`src/rtl/rob_alloc_ctrl_pkg.sv`:
```
// Shared types for the ROB/RS allocation controller.
//   ROB_DEPTH      : number of ROB/RS slots (power of two, >= 4)
//   PTR_W          : slot index width
//   rob_ptr_t      : slot index (ROB number)
//   rob_cnt_t      : occupancy count, one bit wider so ROB_DEPTH is representable
//   alloc_state_e  : controller state, RUN or FLUSH
//   robAllocStruct : per-cycle A/B allocation result handed to dispatch
package rob_alloc_ctrl_pkg;

  localparam int ROB_DEPTH = 16;
  localparam int PTR_W     = $clog2(ROB_DEPTH);

  typedef logic [PTR_W-1:0] rob_ptr_t;
  typedef logic [PTR_W:0]   rob_cnt_t;

  typedef enum logic {
    RUN   = 1'b0,
    FLUSH = 1'b1
  } alloc_state_e;

  typedef struct packed {
    logic     valid_a;
    logic     valid_b;
    rob_ptr_t robnum_a;
    rob_ptr_t robnum_b;
  } robAllocStruct;

  function automatic rob_cnt_t min_cnt(input rob_cnt_t a, input rob_cnt_t b);
    return (a < b) ? a : b;
  endfunction

endpackage

```
`src/rtl/rob_alloc_ctrl_stats.sv`:
```
// Optional dispatch statistics for rob_alloc_ctrl (present only when the
// ROB_ALLOC_STATS_EN macro is defined).
// Ports:
//   clk, reset    : clock, synchronous active-high reset
//   stall         : dispatch stall seen this cycle
//   occ           : registered occupancy of the ROB
//   stall_cycles  : saturating count of stalled cycles
//   peak_occ      : largest occupancy observed since reset
`ifdef ROB_ALLOC_STATS_EN
module rob_alloc_stats
  import rob_alloc_ctrl_pkg::*;
(
  input  logic        clk,
  input  logic        reset,
  input  logic        stall,
  input  rob_cnt_t    occ,
  output logic [31:0] stall_cycles,
  output rob_cnt_t    peak_occ
);

  always_ff @(posedge clk) begin
    if (reset) begin
      stall_cycles <= '0;
      peak_occ     <= '0;
    end else begin
      // Saturate instead of wrapping so a long stall storm is never hidden.
      if (stall && (stall_cycles != '1)) begin
        stall_cycles <= stall_cycles + 32'd1;
      end
      if (occ > peak_occ) begin
        peak_occ <= occ;
      end
    end
  end

endmodule
`endif

```
`src/rtl/rob_alloc_ctrl.sv`:
```
// ROB/reservation-station allocation controller for the 2-wide OoO core.
// Owns head (retire) and tail (allocate) pointers, assigns ROB numbers to the
// A/B dispatch slots, raises the dispatch stall and sequences flush recovery.
//
// Handshake: disp_req_a/b act as "valid" from dispatch; ~disp_stall is the
// "ready" back to dispatch. A slot transfers exactly in a cycle where its
// alloc_valid_* is 1; when disp_stall=1 dispatch must hold its register and
// present the same request again. Grants are all-or-nothing for the pair.
//
// Ports:
//   clk, reset           : clock, synchronous active-high reset
//   disp_req_a/b         : dispatch slot requests (b ignored without a)
//   disp_stall           : combinational stall back to dispatch
//   alloc_valid_a/b      : slot granted this cycle
//   alloc_robnum_a/b     : ROB numbers tail and tail+1 (qualify with valid)
//   retire_cnt           : entries committed this cycle (0..2)
//   flush                : single-cycle flush pulse
//   occupancy            : registered count of allocated slots
//   rob_empty / rob_full : occupancy == 0 / == ROB_DEPTH
//   retire_err           : sticky, commit retired more than was allocated
//   stall_cycles         : stall counter (ROB_ALLOC_STATS_EN), else 0
//   peak_occ             : peak occupancy (ROB_ALLOC_STATS_EN), else 0
//   state_dbg            : current controller state
// Optional feature macro: ROB_ALLOC_STATS_EN
module rob_alloc_ctrl
  import rob_alloc_ctrl_pkg::*;
#(
  parameter int FLUSH_CYCLES = 2
) (
  input  logic         clk,
  input  logic         reset,
  input  logic         disp_req_a,
  input  logic         disp_req_b,
  output logic         disp_stall,
  output logic         alloc_valid_a,
  output logic         alloc_valid_b,
  output rob_ptr_t     alloc_robnum_a,
  output rob_ptr_t     alloc_robnum_b,
  input  logic [1:0]   retire_cnt,
  input  logic         flush,
  output rob_cnt_t     occupancy,
  output logic         rob_empty,
  output logic         rob_full,
  output logic         retire_err,
  output logic [31:0]  stall_cycles,
  output rob_cnt_t     peak_occ,
  output alloc_state_e state_dbg
);

  localparam int FC_W = (FLUSH_CYCLES > 1) ? $clog2(FLUSH_CYCLES) : 1;

  alloc_state_e  state_q, state_d;
  logic [FC_W-1:0] fcnt_q, fcnt_d;
  rob_ptr_t      head_q, head_d;
  rob_ptr_t      tail_q, tail_d;
  rob_cnt_t      occ_q, occ_d;
  logic          err_q, err_d;

  logic [1:0]    req_n;
  logic [1:0]    grant_n;
  rob_cnt_t      free_slots;
  rob_cnt_t      eff_ret;
  logic          grant;
  robAllocStruct alloc_bus;

  always_comb begin
    req_n      = {1'b0, disp_req_a} + {1'b0, disp_req_a & disp_req_b};
    // Free space comes from registered occupancy only: a retire in this
    // cycle does not make room for a grant in the same cycle.
    free_slots = rob_cnt_t'(ROB_DEPTH) - occ_q;
    eff_ret    = min_cnt(rob_cnt_t'(retire_cnt), occ_q);

    grant = 1'b0;
    if (!reset && !flush && (state_q == RUN)) begin
      grant = (rob_cnt_t'(req_n) <= free_slots);
    end
    grant_n    = grant ? req_n : 2'd0;
    disp_stall = !reset && (req_n != 2'd0) && !grant;

    alloc_bus.valid_a  = grant & disp_req_a;
    alloc_bus.valid_b  = grant & disp_req_a & disp_req_b;
    alloc_bus.robnum_a = reset ? rob_ptr_t'(0) : tail_q;
    alloc_bus.robnum_b = reset ? rob_ptr_t'(1) : tail_q + rob_ptr_t'(1);

    state_d = state_q;
    fcnt_d  = fcnt_q;
    head_d  = head_q;
    tail_d  = tail_q;
    occ_d   = occ_q;
    err_d   = err_q;

    if (flush) begin
      // Flush wins over grant, retire and any FLUSH countdown in progress.
      state_d = FLUSH;
      fcnt_d  = FC_W'(FLUSH_CYCLES - 1);
      head_d  = '0;
      tail_d  = '0;
      occ_d   = '0;
    end else begin
      unique case (state_q)
        RUN: begin
          tail_d = tail_q + rob_ptr_t'(grant_n);
          head_d = head_q + eff_ret[PTR_W-1:0];
          occ_d  = occ_q + rob_cnt_t'(grant_n) - eff_ret;
          if (rob_cnt_t'(retire_cnt) > occ_q) begin
            err_d = 1'b1;
          end
        end
        FLUSH: begin
          // retire_cnt is meaningless while draining, so it is ignored here.
          if (fcnt_q == '0) begin
            state_d = RUN;
          end else begin
            fcnt_d = fcnt_q - FC_W'(1);
          end
        end
        default: state_d = RUN;
      endcase
    end
  end

  always_ff @(posedge clk) begin
    if (reset) begin
      state_q <= RUN;
      fcnt_q  <= '0;
      head_q  <= '0;
      tail_q  <= '0;
      occ_q   <= '0;
      err_q   <= 1'b0;
    end else begin
      state_q <= state_d;
      fcnt_q  <= fcnt_d;
      head_q  <= head_d;
      tail_q  <= tail_d;
      occ_q   <= occ_d;
      err_q   <= err_d;
    end
  end

  assign alloc_valid_a  = alloc_bus.valid_a;
  assign alloc_valid_b  = alloc_bus.valid_b;
  assign alloc_robnum_a = alloc_bus.robnum_a;
  assign alloc_robnum_b = alloc_bus.robnum_b;
  assign occupancy      = occ_q;
  assign rob_empty      = reset || (occ_q == '0);
  assign rob_full       = !reset && (occ_q == rob_cnt_t'(ROB_DEPTH));
  assign retire_err     = err_q;
  assign state_dbg      = state_q;

`ifdef ROB_ALLOC_STATS_EN
  rob_alloc_stats u_stats (
    .clk          (clk),
    .reset        (reset),
    .stall        (disp_stall),
    .occ          (occ_q),
    .stall_cycles (stall_cycles),
    .peak_occ     (peak_occ)
  );
`else
  assign stall_cycles = '0;
  assign peak_occ     = '0;
`endif

endmodule

```
`config.mk`:
```
export PLATFORM = sky130hd
export DESIGN_NAME = rob_alloc_ctrl
export DESIGN_NICKNAME = d
export VERILOG_FILES = /design/src/rtl/rob_alloc_ctrl_pkg.sv /design/src/rtl/rob_alloc_ctrl_stats.sv /design/src/rtl/rob_alloc_ctrl.sv
export SDC_FILE = /design/constraint.sdc
export NUM_CORES = 1
export LEC_CHECK = 0
export ABC_AREA = 1
export BUFFER_PORTS_ARGS = -buffer_cell sky130_fd_sc_hd__buf_2
export CAP_MARGIN = 20
export CORE_MARGIN = 2
export CORE_UTILIZATION = 47
export CTS_CLUSTER_DIAMETER = 100
export DETAILED_ROUTE_END_ITERATION = 16
export PLACE_DENSITY = 0.8
export SETUP_SLACK_MARGIN = 0.05
export SYNTH_ARGS = -nofsm -noshare
export SYNTH_HDL_FRONTEND = slang
export SYNTH_SLANG_ARGS = --single-unit
```
`constraint.sdc`:
```
create_clock -name clk -period 3.6 [get_ports clk]
set_clock_uncertainty 0.1 [all_clocks]
set_input_delay 0.18 -clock clk [delete_from_list [all_inputs] [get_ports clk]]
set_output_delay 0.18 -clock clk [all_outputs]
set_load 0.05 [all_outputs]
```
==> impl_metrics.ini, run 1 <==
[placement]
numPortBuffers = 26
place_ws_ps = 295
dp_hpwl_um = 2220
gp_routability_congestion = 0.851
placed_cells = 256

[setup_path]
cp.required_ps = 3690
end_kind = register
cp_slowest_stage_delay_ps = 390
cp_common_cell = inv_1
start_kind = register
crit_buf_inv = 5
critPathMaxFanout = 6
crit_chain = inv_1, ha_1, inv_1, nor3_1, ha_1, inv_1, a21oi_1, nand2_1, nor2_2, nand2_2, nand3_2, inv_1, ha_1, or2_2, ha_1, a21oi_1, nand2_1, nand2_1, nand3_1, nand2_1, inv_1
rr_worst_depth = 21
critPathArrivalTime_ps = 3360
cp_top_family = adder cells
crit_cells = 21
crit_type = register to register
slowest_stage = dfxtp_2

[sta]
finalSetupViolCount = 0
tns_ps = 0
min_period_ps = 3270
hold_viol = 0
layout_setup_ws_ps = 326
max_freq_mhz = 305
finalCritPeriodShare_pct = 90.9
maxSlewViolCount = 0
rsz0062_at_grt = no

[finish]
synthToLayoutAreaGrowth_pct = 3.35
antennaDiodeCount = 0
final_layout_size_suffix_gt1_share_pct = 19.7
fillerInstances = 289
fin_cells = 260
fin_nets = 257

[clock_tree]
htreeDepth = 1
clock_path_buffers = 2
cts_setup_buffers = 0
cts-buffers-inserted = 3
cts.sinks = 12
insertion_delay_ps = 280
path_clk_slew_ps = 80
cts_tree = yes
clock_tree.root_cell = clkbuf_4

[routing]
avgRoutedWirePerCell_um = 10.4
first_iter_violations = 43
drc_errors = 6
routed_via_density = 4.57
dr_total_vias = 1187
finalWirelength_um = 2720
ant_nets = 0
drt_pass1_iterations = 10

[logic_synthesis]
post-synth-top-count-cell = buf_4
postSynthCellCount = 203
async_flop_share_pct = 0
synth-compound-area-share_pct = 11.4
yosys-top-cells-area = buf_4, dfxtp_1, ha_1
synth_edf_count = 0
ys_ff_latch = 12
netlist_area_mm2 = 0.00142
synth_cell_types = 30
yosys-top-cells-count = buf_4, inv_1, nand2_1, ha_1, a21oi_1
synth-main-ff-cell = dfxtp_1
synth_top_family_by_area = buffers and inverters
syn_avg_cell_area_um2 = 7.00
ys_warn_count = 0
synthMuxAreaShare_pct = 0
synth_xor_area_share_pct = 0.617
synthAdderAreaFrac_pct = 18.7
yosys.area.top_type = buf_4
synth_top_area_share_pct = 19.6
synth_simple_gate_area_share_pct = 20.5
ys_seq_area_share_pct = 16.9

[grt]
grt-busiest-layer = met2
gr-usage-all-layers_pct = 16.1
grt_pass1_wl_um = 4310
use_met3_pct = 1.97
grt_pass1_vias = 963
grt_use_met1_pct = 21.6
use_met2_pct = 26.7
grt_overflow_total = 0
antenna_found_initial = 0
grt_max_degree = 12

[floorplan]
start_util_pct = 50.6
ios = 64
rows = 19
die-area_mm2 = 0.00348
dieHeight_um = 59.0
die_w_um = 59.0
coreArea_mm2 = 0.00281

[power]
p_per_area_mw_per_mm2 = 466
vdd.ir_drop.worst_uv = 194
total_leakage_power_nw = 0.884
design_power_total_mw = 0.683

[outcome]
status = finished with violations
violations = design-rule violations

[worst_hold_path]
hold_class = primary input to register
whs_path_depth = 3

[run]
maxCapViolCount = 0
## final cells by class
type | count | area (um^2) | area share (%)
multi-input combinational | 147 | 866 | 59.0
inverter | 39 | 146 | 9.97
timing repair buffer | 27 | 138 | 9.38
sequential | 12 | 243 | 16.5
clock buffer | 4 | 36.3 | 2.47
tap | 31 | 38.8 | 2.64
## layout by cell type (no fill, tap or decap), drive strengths merged
| cell type | instances |
|---|---|
| a21o | 1 |
| nor3 | 2 |
| a31oi | 1 |
| a21oi | 17 |
| o21ai | 11 |
| conb | 37 |
| nor2 | 15 |
| clkbuf | 4 |
| nand3 | 9 |
| clkinv | 1 |
| or2 | 2 |
| inv | 38 |
| ha | 18 |
| fa | 2 |
| nand2 | 27 |
| buf | 27 |
| xnor2 | 1 |
| nand3b | 2 |
| nand4 | 2 |
| dfxtp | 12 |
## tightest hold or removal path: cells and delay by family
kind	cells	cell delay, ps
buf+inv	2	200
compound gates	1	60
## per-layer routing
layer,wire length [um],up-vias,part of all wire (%)
met5,0,-,0
met1,1210,511,45
met4,35,0,1.3
li1,-,620,-
met2,1280,52,47
met3,189,4,7.0
## metrics by stage
stage / hold WS (ps) / utilization (%) / instance area (um^2)
floorplan: 234 / - / 1560
global placement: 340 / 50.9 / 1430
detailed placement: 344 / 50.9 / 1430
CTS: 94.6 / 52.2 / 1470
global route: 128 / 52.3 / 1470
finish: 97.0 / 52.3 / 1470
## power breakdown
part	leakage, nW	total (mW)	switching, mW	internal, mW
Sequential	0.0990	0.165	0.0180	0.147
Clock	0.0210	0.111	0.0497	0.0615
Combinational	0.764	0.407	0.298	0.109
Total	0.884	0.683	0.365	0.318
## what timing repair did
action | in CTS | in global routing
setup endpoints to repair | 0 | 2
hold buffers | 0 | 0
resized for setup | 0 | 2
## logic make-up (layout without fill, tap and decap cells)
kind of cell / Yosys count / in the layout
XOR/XNOR: 1 / 1
AND/OR/NAND/NOR: 59 / 59
other: 1 / 37
flip-flops: 12 / 12
AO/OA/AOI/OAI: 30 / 30
buffers and inverters: 80 / 70
adder cells (fa/ha/maj): 20 / 20
## sequential cells by signal, summed over array words and instances (netlist names)
name / cells
state_dbg: 1
tail_q: 4
retire_err: 1
fcnt_q: 1
occupancy: 5
## worst paths after layout
check             slack [ps]            to    startpoint
hold reg to reg          360    retire_err    retire_err
setup reg to reg         330  occupancy[3]  occupancy[0]
setup / recovery         330  occupancy[3]  occupancy[0]
hold / removal           100        fcnt_q         flush
No activity file was read; power rests on OpenSTA's default activity.
==> run 2, diff against run 1 <==
--- a/config.mk
+++ b/config.mk
@@ -5,14 +5,13 @@
 export SDC_FILE = /design/constraint.sdc
 export NUM_CORES = 1
 export LEC_CHECK = 0
-export ABC_AREA = 1
 export BUFFER_PORTS_ARGS = -buffer_cell sky130_fd_sc_hd__buf_2
 export CAP_MARGIN = 20
 export CORE_MARGIN = 2
-export CORE_UTILIZATION = 47
+export CORE_UTILIZATION = 48
 export CTS_CLUSTER_DIAMETER = 100
 export DETAILED_ROUTE_END_ITERATION = 16
-export PLACE_DENSITY = 0.8
+export PLACE_DENSITY = 0.82
 export SETUP_SLACK_MARGIN = 0.05
 export SYNTH_ARGS = -nofsm -noshare
 export SYNTH_HDL_FRONTEND = slang
==> constraint.sdc (replaced) <==
create_clock -name clk -period 4.16 [get_ports clk]
set_clock_uncertainty 0.1 [all_clocks]
set_input_delay 0.208 -clock clk [delete_from_list [all_inputs] [get_ports clk]]
set_output_delay 0.208 -clock clk [all_outputs]
set_load 0.05 [all_outputs]
==> run 2 against run 1 <==
  * The run now ends clean
  * Synthesized cell count down 13%
  * Area after synthesis is 4.9% lower
  * Clock power down 36%
  * Clock-buffer cell count decreased by 1
  * Sequential cell count unchanged
  * Critical path type unchanged
  * Largest cell class unchanged
==> impl_metrics.ini, run 2 <==
[floorplan]
die-area_mm2 = 0.00325
start_util_pct = 49.8
die_w_um = 57.0
coreArea_mm2 = 0.00271
rows = 19
ios = 64
dieHeight_um = 57.0

[power]
p_per_area_mw_per_mm2 = 400
p_seq_share_pct = 25.9
combPwrFrac_pct = 61.3
p_sw_mw = 0.299
p_int_mw = 0.256
pwr-share-clk_pct = 12.9
design_power_total_mw = 0.555
vdd.ir_drop.worst_uv = 229
total_leakage_power_nw = 0.736
p_sw_share_pct = 53.9

[finish]
fin_nets = 229
antennaDiodeCount = 0
multi_input_area_um2 = 873
largest_reg_flops = 5
seqCellArea_um2 = 240
fillerInstances = 270
final_common_cell = conb_1
synthToLayoutAreaGrowth_pct = 2.78
layout_common_cells = conb_1, buf_2, inv_1, ha_1, nor2_1
final_layout_size_suffix_gt1_share_pct = 16.5

[routing]
avgRoutedWirePerCell_um = 10.6
drt_pass1_iterations = 4
first_iter_violations = 28
drc_errors = 0
dr_total_vias = 1089
finalWirelength_um = 2450
routed_via_density = 4.71
ant_nets = 0

[sta]
rsz0062_at_grt = no
max-slew-margin-rel_pct = 63.4
finalCritPeriodShare_pct = 90.0
hold_viol = 0
layout_setup_ws_ps = 417
maxSlewViolCount = 0
finalSetupViolCount = 0
min_period_ps = 3740
max_freq_mhz = 267
tightest_slew_ps = 548
tns_ps = 0

[run]
maxCapViolCount = 0

[grt]
grt_pass1_wl_um = 3970
gr-usage-all-layers_pct = 15.0
grt_overflow_total = 0
grt_max_degree = 18
grt_pass1_vias = 930
antenna_found_initial = 0

[setup_path]
cp.required_ps = 4220
slowest_stage = dfxtp_1
crit_chain = inv_1, ha_1, and3_1, ha_1, o211ai_1, nor3_1, buf_4, or3_1, ha_1, inv_1, ha_1, inv_1, fa_1, nand2b_1, a21oi_1, xor2_1, a21oi_1
reg2reg_from = occupancy[0]
crit_start = occupancy[0]
critPathMaxFanout = 8
start_kind = register
crit_buf_inv = 4
critPathArrivalTime_ps = 3800
end_kind = register
cp_slowest_stage_delay_ps = 480
crit_type = register to register
cp_top_family = adder cells
cp_common_cell = ha_1

[outcome]
status = finished, final reports clean

[logic_synthesis]
ys_warn_count = 0
post-synth-top-count-cell = buf_4
postSynthCellCount = 176
netlist_area_mm2 = 0.00135
yosys-top-cells-count = buf_4, inv_1, ha_1, nor2_1, dfxtp_1
async_flop_share_pct = 0
ys_ff_latch = 12
yosys-top-cells-area = buf_4, dfxtp_1, ha_1
synth_edf_count = 0
ys_seq_area_share_pct = 17.8
yosys.area.top_type = buf_4
syn_avg_cell_area_um2 = 7.67
synth_top_area_share_pct = 20.6
synth_cell_types = 32
synth-main-ff-cell = dfxtp_1

[clock_tree]
clock_path_buffers = 2
htreeDepth = 1
insertion_delay_ps = 270
cts_hold_buffers = 0
clock_tree.root_cell = clkbuf_4
cts_resized = 0
cts_setup_buffers = 0
cts-buffers-inserted = 3
cts_tree = yes
cts.sinks = 12
path_clk_slew_ps = 70

[placement]
dp_hpwl_um = 2010
numPortBuffers = 26
place_ws_ps = 432
gp_routability_congestion = 0.896

[worst_hold_path]
hold_class = primary input to register
hp-start = flush
-- run 2: area by class of cell --
class / count / area share, %
Sequential cell: 12 / 17.3
Tap cell: 31 / 2.80
Clock buffer: 3 / 1.62
Inverter: 20 / 5.41
Multi-Input combinational cell: 138 / 62.9
Timing Repair Buffer: 27 / 9.92
-- run 2: worst paths after layout --
kind	end	slack, ps	depth (start not counted)
worst max-delay path	occupancy[4]	420	17
worst min-delay path	state_dbg	90	3
worst max register to register	occupancy[4]	420	17
worst min register to register	retire_err	370	2
-- run 2: worst reg2reg max path, cell delays in order, from the launching register on --
cell,delay [ps]
dfxtp_1,480
inv_1,100
ha_1,230
and3_1,210
ha_1,280
o211ai_1,90
nor3_1,80
buf_4,150
or3_1,370
ha_1,290
inv_1,70
ha_1,170
inv_1,60
fa_1,370
nand2b_1,190
a21oi_1,160
xor2_1,160
a21oi_1,80
-- run 2: stage by stage --
stage                     utilization (%)  hold WS [ps]  instance area (um^2)  cells
after floorplan                         -           225                  1490    212
after global placement               50.4           352                  1370    228
after detailed placement             50.4           364                  1370    228
after CTS                            51.2          88.8                  1390    231
after global routing                 51.2           107                  1390    231
final                                51.2          86.5                  1390    231
-- run 2: power by group through the flow --
stage               clock, mW  sequential [mW]  combinational (mW)
floorplan                   0            0.178               0.267
global placement            0            0.146               0.331
detailed placement          0            0.146               0.337
CTS                    0.0729            0.143               0.338
global route           0.0765            0.146               0.373
finish                 0.0715            0.144               0.340
-- run 2: logic make-up (layout without fill, tap and decap cells) --
kind of cell	count (synthesis)	after routing	share of synthesized area (%)
multiplexers	2	2	1.48
XOR/XNOR	5	5	3.24
buffers and inverters	62	50	27.5
flip-flops	12	12	17.8
other	1	37	0.278
AO/OA/AOI/OAI	22	22	10.0
adder cells (fa/ha/maj)	20	20	19.6
AND/OR/NAND/NOR	52	52	20.0
-- run 2: routing by layer --
| layer | global-route usage [%] | share of wire (%) | wire [um] |
|---|---|---|---|
| met1 | 20.7 | 45 | 1090 |
| met2 | 24.3 | 46 | 1130 |
| met3 | 1.36 | 7.0 | 171 |
| met4 | 5.98 | 2.1 | 51 |
| met5 | 0 | 0 | 0 |
==> run 3, diff against run 2 <==
--- a/config.mk
+++ b/config.mk
@@ -8,11 +8,12 @@
 export BUFFER_PORTS_ARGS = -buffer_cell sky130_fd_sc_hd__buf_2
 export CAP_MARGIN = 20
 export CORE_MARGIN = 2
-export CORE_UTILIZATION = 48
+export CORE_UTILIZATION = 47
 export CTS_CLUSTER_DIAMETER = 100
 export DETAILED_ROUTE_END_ITERATION = 16
-export PLACE_DENSITY = 0.82
+export PLACE_DENSITY = 0.91
 export SETUP_SLACK_MARGIN = 0.05
 export SYNTH_ARGS = -nofsm -noshare
 export SYNTH_HDL_FRONTEND = slang
+export SYNTH_HIERARCHICAL = 1
 export SYNTH_SLANG_ARGS = --single-unit
==> constraint.sdc (replaced) <==
create_clock -name clk -period 3.9 [get_ports clk]
set_clock_uncertainty 0.1 [all_clocks]
set_input_delay 0.195 -clock clk [delete_from_list [all_inputs] [get_ports clk]]
set_output_delay 0.195 -clock clk [all_outputs]
set_load 0.05 [all_outputs]
==> run 3 against run 2 <==
  * Routed wire length increased by 7.9%
  * Critical path depth unchanged
  * Non-clock buffer count increased by 1
  * Sequential cell count unchanged
  * Critical endpoint unchanged
  * Fmax increased by 3.7%
  * Register-to-register slack got worse by 130 ps
  * Via count increased by 2.0%
==> impl_metrics.ini, run 3 <==
[outcome]
status = finished, final reports clean

[finish]
synthToLayoutAreaGrowth_pct = 4.54
final_layout_size_suffix_gt1_share_pct = 18.4
antennaDiodeCount = 0
fin_nets = 230
fin_cells = 232
largest_reg_flops = 5
final_common_cell = conb_1
layout_common_cells = conb_1, buf_2, inv_1, ha_1, nor2_1
fillerInstances = 259

[setup_path]
start_kind = register
critPathMaxFanout = 8
crit_buf_inv = 4
r2r-end = occupancy[4]
crit_chain = inv_1, ha_1, inv_1, ha_1, nand2_1, o211ai_1, nor3_4, or3_1, ha_1, inv_1, ha_1, inv_1, fa_1, nand2b_1, a21oi_1, xor2_1, a21oi_1
cp.required_ps = 3960
crit_type = register to register
cp_slowest_stage_delay_ps = 400
crit_cells = 17
cp_top_family = adder cells
ff2ff_setup_slack_ps = 290
reg2reg_from = occupancy[0]
end_kind = register
rr_worst_depth = 17
slowest_stage = dfxtp_2
critPathArrivalTime_ps = 3670

[routing]
routed_via_density = 4.79
drt_pass1_iterations = 4
drc_errors = 0
first_iter_violations = 35
ant_nets = 0
dr_total_vias = 1111
finalWirelength_um = 2640
avgRoutedWirePerCell_um = 11.4

[grt]
grt_pass1_vias = 990
antenna_found_initial = 0
grt_max_degree = 18
grt_pass1_wl_um = 4240
gr-usage-all-layers_pct = 16.2
grt_overflow_total = 0

[sta]
rsz0062_at_grt = no
tns_ps = 0
tightest_slew_ps = 591
maxSlewViolCount = 0
min_period_ps = 3610
finalCritPeriodShare_pct = 92.5
max_freq_mhz = 277
max-slew-margin-rel_pct = 60.5
hold-worst-slack_ps = 70.3
hold_viol = 0
finalSetupViolCount = 0
layout_setup_ws_ps = 291

[floorplan]
coreArea_mm2 = 0.00273
dieHeight_um = 57.6
rows = 19
die_w_um = 57.6
die-area_mm2 = 0.00332
start_util_pct = 49.4
ios = 64

[clock_tree]
clock_tree.root_cell = clkbuf_4
clock_path_buffers = 2
cts_hold_buffers = 0
cts.sinks = 12
cts_tree = yes
htreeDepth = 1
path_clk_slew_ps = 80
cts_setup_buffers = 0
cts-buffers-inserted = 3
insertion_delay_ps = 270
cts_resized = 1

[logic_synthesis]
synth_top_area_share_pct = 20.6
postSynthCellCount = 176
yosys-top-cells-count = buf_4, inv_1, ha_1, nor2_1, dfxtp_1
yosys-top-cells-area = buf_4, dfxtp_1, ha_1
yosys.area.top_type = buf_4
ys_warn_count = 6
syn_avg_cell_area_um2 = 7.67
synth_cell_types = 32
synth-main-ff-cell = dfxtp_1
ys_seq_area_share_pct = 17.8
ys_ff_latch = 12
async_flop_share_pct = 0
netlist_area_mm2 = 0.00135
post-synth-top-count-cell = buf_4
synth_edf_count = 0

[placement]
dp_hpwl_um = 2090
placed_cells = 229
gp_routability_congestion = 0.850
numPortBuffers = 26
place_ws_ps = 128

[worst_hold_path]
holdPathEnd = state_dbg
hp-start = flush
hold_class = primary input to register
whs_path_depth = 3

[run]
maxCapViolCount = 0

[power]
total_leakage_power_nw = 0.744
p_per_area_mw_per_mm2 = 429
vdd.ir_drop.worst_uv = 290
run 3: changes by cell type in the layout (fill, tap and decap cells not counted):
| cell | change |
|---|---|
| a21oi_1 | -1 |
| dfxtp_1 | -1 |
| a21oi_2 | +1 |
| nor3_1 | -1 |
| dfxtp_2 | +1 |
| nor3_4 | +1 |
| buf_4 | +1 |
run 3: routing by layer:
metal  global-route usage, %  vias to the layer above  share of wire [%]
met2                    26.5                       46                 48
li1                        -                      555                  -
met1                    21.2                      506                 44
met5                       0                        -                  0
met4                    3.99                        0               0.91
met3                    4.31                        4                7.3
run 3: cells by family (layout without fill, tap and decap cells):
family                     Yosys count  count (layout)  synth area share [%]
buffers and inverters               62              51                  27.5
DFF                                 12              12                  17.8
other                                1              37                 0.278
xor gates and xnor gates             5               5                  3.24
and+or+nand+nor                     52              52                  20.0
adders and majority gates           20              20                  19.6
muxes                                2               2                  1.48
AOI/OAI and AO/OA                   22              22                  10.0
run 3: tightest hold or removal path, delay by kind of cell:
kind	cells	cell delay, ps
AOI/OAI and AO/OA	1	40
and+or+nand+nor	1	70
buffers and inverters	1	100
run 3: per-stage QoR:
step	power [mW]	utilization [%]	area, um^2
floorplan	0.474	-	1490
global placement	0.504	50.2	1370
detailed placement	0.513	50.2	1370
CTS	0.597	51.2	1400
global route	0.645	51.6	1410
finish	0.605	51.6	1410
run 3: power breakdown:
| part | switching [mW] | leakage, nW | total, mW | internal [mW] |
|---|---|---|---|---|
| clock network | 0.0419 | 0.0138 | 0.0776 | 0.0357 |
| registers | 0.0143 | 0.0985 | 0.149 | 0.135 |
| logic | 0.272 | 0.632 | 0.378 | 0.106 |
| total | 0.328 | 0.744 | 0.605 | 0.277 |
run 3: cell type report:
cell class              count  area, um^2  share of cell area [%]
clock buffers               3        22.5                    1.60
inverters                  20        75.1                    5.32
multi-input cells         138         888                    62.9
flip-flops and latches     12         241                    17.1
well taps                  31        38.8                    2.75
repair buffers             28         145                    10.3
run 3: worst max path at each step:
stage | startpoint | end
floorplan | occupancy[0] | occupancy[4]
global placement | occupancy[0] | occupancy[3]
detailed placement | occupancy[0] | occupancy[4]
CTS | occupancy[0] | occupancy[4]
global route | occupancy[0] | occupancy[4]
finish | occupancy[0] | occupancy[4]
